`config.mk`:
```
export PLATFORM = sky130hd
export DESIGN_NAME = pipelined_adder
export DESIGN_NICKNAME = d
export VERILOG_FILES = /design/src/rtl/pipelined_adder.sv
export SDC_FILE = /design/constraint.sdc
export NUM_CORES = 1
export LEC_CHECK = 0
export BUFFER_PORTS_ARGS = -buffer_cell sky130_fd_sc_hd__buf_2
export CAP_MARGIN = 5
export CORE_UTILIZATION = 45
export DETAILED_ROUTE_END_ITERATION = 7
export PLACE_DENSITY = 0.69
export SLEW_MARGIN = 20
export SYNTH_ARGS = -nofsm -noshare
export SYNTH_HDL_FRONTEND = slang
export SYNTH_SLANG_ARGS = --single-unit
```
`constraint.sdc`:
```
create_clock -name clk -period 3.1 [get_ports clk]
set_input_delay 0.62 -clock clk [delete_from_list [all_inputs] [get_ports clk]]
set_output_delay 0.62 -clock clk [all_outputs]
set_load 0.02 [all_outputs]
```
`src/rtl/pipelined_adder.sv`:
```
// rtl/pipelined_adder.sv - valid/ready pipelined adder/subtractor split into STAGES carry slices
// Optional signed saturation of Y on overflow when PIPELINED_ADDER_SAT_EN is defined.
module pipelined_adder #(
    parameter int n      = 32,
    parameter int STAGES = 4
) (
    input  logic         clk,
    input  logic         rst_n,
    input  logic         in_valid,
    output logic         in_ready,
    input  logic [n-1:0] A,
    input  logic [n-1:0] B,
    input  logic         cin,
    input  logic         sub,
    output logic         out_valid,
    input  logic         out_ready,
    output logic [n-1:0] Y,
    output logic         cout,
    output logic         ovf
);
    localparam int W = n / STAGES;

    logic [STAGES-1:0] r_valid;
    logic [STAGES-1:0] r_carry;
    logic [n-1:0]      r_sum [STAGES];
    logic [n-1:0]      r_a   [STAGES];
    logic [n-1:0]      r_b   [STAGES];
    logic              r_ovf;

    logic [STAGES-1:0] w_open;
    logic [STAGES-1:0] w_src_v;
    logic [STAGES-1:0] w_src_c;
    logic [n-1:0]      w_src_a   [STAGES];
    logic [n-1:0]      w_src_b   [STAGES];
    logic [n-1:0]      w_src_sum [STAGES];
    logic [n-1:0]      w_nsum    [STAGES];
    logic [W:0]        w_slice   [STAGES];
    logic              w_ovf;

    always_comb begin
        // A stage can take new data if it is empty or everything ahead of it moves this cycle.
        w_open = '0;
        w_open[STAGES-1] = ~r_valid[STAGES-1] | out_ready;
        for (int k = STAGES - 2; k >= 0; k--) begin
            w_open[k] = ~r_valid[k] | w_open[k+1];
        end

        w_src_v[0]   = in_valid;
        w_src_a[0]   = A;
        w_src_b[0]   = sub ? ~B : B;
        w_src_c[0]   = sub | cin;
        w_src_sum[0] = '0;
        for (int k = 1; k < STAGES; k++) begin
            w_src_v[k]   = r_valid[k-1];
            w_src_a[k]   = r_a[k-1];
            w_src_b[k]   = r_b[k-1];
            w_src_c[k]   = r_carry[k-1];
            w_src_sum[k] = r_sum[k-1];
        end

        for (int k = 0; k < STAGES; k++) begin
            w_slice[k] = {1'b0, w_src_a[k][k*W +: W]} + {1'b0, w_src_b[k][k*W +: W]}
                       + {{W{1'b0}}, w_src_c[k]};
            w_nsum[k] = w_src_sum[k];
            w_nsum[k][k*W +: W] = w_slice[k][W-1:0];
        end

        w_ovf = (w_src_a[STAGES-1][n-1] == w_src_b[STAGES-1][n-1])
              & (w_nsum[STAGES-1][n-1] != w_src_a[STAGES-1][n-1]);
`ifdef PIPELINED_ADDER_SAT_EN
        if (w_ovf) begin
            w_nsum[STAGES-1] = w_src_a[STAGES-1][n-1] ? {1'b1, {(n-1){1'b0}}}
                                                       : {1'b0, {(n-1){1'b1}}};
        end
`endif
    end

    always_ff @(posedge clk) begin
        if (!rst_n) begin
            r_valid <= '0;
            r_carry <= '0;
            r_ovf   <= 1'b0;
            for (int k = 0; k < STAGES; k++) begin
                r_sum[k] <= '0;
                r_a[k]   <= '0;
                r_b[k]   <= '0;
            end
        end else begin
            for (int k = 0; k < STAGES; k++) begin
                if (w_open[k]) begin
                    r_valid[k] <= w_src_v[k];
                    if (w_src_v[k]) begin
                        r_sum[k]   <= w_nsum[k];
                        r_carry[k] <= w_slice[k][W];
                        r_a[k]     <= w_src_a[k];
                        r_b[k]     <= w_src_b[k];
                    end
                end
            end
            if (w_open[STAGES-1] && w_src_v[STAGES-1]) begin
                r_ovf <= w_ovf;
            end
        end
    end

    assign in_ready  = w_open[0];
    assign out_valid = r_valid[STAGES-1];
    assign Y         = r_sum[STAGES-1];
    assign cout      = r_carry[STAGES-1];
    assign ovf       = r_ovf;
endmodule

```
==> flow_summary.yaml <==
timing:
  setup_viol: 0
  slew_headroom: 0.553
  setup_ws_ps: 673
  report.final.slew_viol_count: 0
  final-hold-violation-count: 0
  fin_crit_ps: 2430
  setup_tns_ps: 0
  tightest_slew_ps: 671
  fin_skew_ps: 8.25
  fmax_mhz: 412
  rsz0062_at_grt: "false"
  timing.final.crit_share: 0.783
setup_path:
  cp.required_ps: 3270
  cp.arrival_ps: 2600
  cp_cell_sequence: "fa_1 -> fa_1 -> a211oi_1 -> o21bai_1 -> a21o_1 -> xnor2_1 -> nor2_1"
  reg2reg_depth: 7
  r2r_start: "r_b[0][8]"
  crit_top_cell: "fa_1"
  crit_slowest_cell: "fa_1"
  crit_type: "reg -> reg"
  critPathMaxFanout: 3
  worstSetupEndpointType: "flop"
  crit_path_start: "r_b[0][8]"
  cpPeakStageDelay_ps: 470
  setup.worst_path.start_class: "flop"
placed_design:
  port_buffers: 105
  place_ws_ps: 327
  dp_hpwl_um: 9650
  gp_congestion: 0.781
  place_inst: 918
final_layout:
  instances_no_fill: 948
  nets: 814
  postLayoutCoreUtil: 0.534
  syn_to_final_growth_pct: 15.4
  n_antenna_cell: 0
  final_layout_size_suffix_gt1_frac: 0.234
  n_fill_cell: 1496
pwr:
  p_per_area_nw_per_um2: 572
  fin_total_pwr_mw: 5.52
  ir_drop_mv: 0.434
  p_leak_nw: 4.04
synth:
  synth.largest_area_cell: "edfxtp_1"
  syn-num-nets: 708
  synth_edf_count: 176
  synth_cell_types: 41
  syn-cell-area_um2: 8370
  seq_area_frac_synth: 0.653
  synth.most_common_cell: "edfxtp_1"
  ys_ff_latch: 185
  ys_warn_count: 0
  async_reset_ff_frac: 0
  synth_cells: 602
  synth_top_area_frac: 0.631
  syn_area_per_cell_um2: 13.9
  yosys-top-cells-area: "edfxtp_1 63%, and2_1 5.5%, ha_1 4.2%"
  synth_commonest_cells: "176 x edfxtp_1, 73 x and2_1, 55 x nor2_1"
  synth_flop_cell: "edfxtp_1"
clock_tree:
  ctsHoldBuffers: 0
  clock_path_buffers: 2
  cts_buffers: 17
  h-tree-depth: 4
  cts.sinks: 185
  clock_latency_ps: 430
  path_clk_slew_ps: 60
  cts_tree: "done"
  cts_root_buffer: "clkbuf_16"
  cts_setup_buffers: 0
  ctsResizeCount: 0
outcome:
  violations: "DRC"
  status: "finished, violations left"
floorplanning:
  ios: 106
  die_w_um: 138
  die_y_um: 138
  rows: 49
  initial_utilization: 0.463
  die_area_um2: 19100
  coreArea_um2: 18100
detailed_routing:
  ant_nets: 0
  drt-total-wl_um: 13000
  met1Wirelength_um: 6120
  wl_met2_um: 5970
  routed.top_layer: "met4"
  drt-initial-drc-count: 192
  vias_per_cell: 4.80
  drc: 12
  route.met3.wl_um: 729
  vias: 4549
  first_pass_iters: 7
  post_drt_wl_per_cell_um: 13.7
flow_run:
  cap_violations: 0
grt:
  grtUsageTotal: 0.146
  grt-ovfl-total: 0
  grt_pass1_vias: 4601
  grt_max_degree: 45
  grt_pass1_wl_um: 21900
  antenna_found_initial: 0
worst_hold_path:
  hold_class: "in -> reg"
  min_path_cells: 2
  hp-start: "A[31]"
==> per-stage QoR <==
step	hold WS, ps	cell area [µm²]
floorplan	463	8370
global placement	458	9090
detailed placement	458	9090
CTS	451	9650
global route	456	9650
finish	464	9650
==> power breakdown <==
| part | switching, mW | leakage [nW] | internal, mW |
|---|---|---|---|
| clock | 0.813 | 0.273 | 1.24 |
| sequential | 0.0446 | 1.97 | 2.90 |
| combinational | 0.301 | 1.80 | 0.221 |
| total | 1.16 | 4.04 | 4.36 |
==> critical path: cells and delay by family (launching register included) <==
kind	cells	cell delay, ps
AOI/OAI and AO/OA	3	670
xor gates and xnor gates	1	150
adders and majority gates	2	920
DFF	1	400
and+or+nand+nor	1	60
==> routing by layer <==
layer,track usage,vias to the layer above
met5,0,-
met4,0.0568,0
met3,0.0412,11
met2,0.234,119
met1,0.187,2067
li1,-,2352
==> final timing paths <==
path / endpoint / slack, ps
worst max-delay path: r_sum[1][14] / 670
worst min-delay path: r_a[0][31] / 460
worst max register to register: r_sum[1][14] / 670
worst min register to register: ovf / 460
==> cell type report <==
type	count	area, µm²	area share
sequential	185	5470	0.566
multi-input combinational	380	2690	0.279
timing repair buffer	115	613	0.0635
clock buffer	19	433	0.0448
tap	229	287	0.0297
clock inverter	11	131	0.0136
inverter	9	33.8	0.00350
==> state kept, by name (all words and copies together) (netlist names) <==
signal / cells
r_sum: 80
r_a: 48
r_b: 48
r_carry: 4
r_valid: 4
ovf: 1
==> cells by family after synthesis <==
kind of cell | after synthesis | synth area share
buf+inv | 37 | 0.0260
flops | 185 | 0.653
fa+ha+maj | 36 | 0.0610
xor+xnor | 48 | 0.0502
compound gates | 68 | 0.0535
simple gates | 228 | 0.156
==> placed cells by master, fill, tap and decap left out, types with 5 or more instances in the layout <==
cell / synthesis / final
a21oi_1: 12 / 12
buf_2: 6 / 105
clkbuf_16: 0 / 17
edfxtp_1: 176 / 176
nand3_1: 8 / 8
fa_1: 8 / 8
buf_4: 0 / 9
ha_1: 28 / 28
inv_1: 9 / 9
dfxtp_1: 9 / 9
o21a_1: 6 / 6
xnor2_1: 32 / 32
xor2_1: 16 / 16
and2_4: 20 / 20
o21ai_0: 14 / 14
nand2_1: 15 / 13
nor2_1: 55 / 55
and3_1: 36 / 36
nor3_1: 5 / 5
and2_1: 73 / 73
a211oi_1: 10 / 10
a21o_1: 5 / 5
No activity file was read; power rests on OpenSTA's default activity.
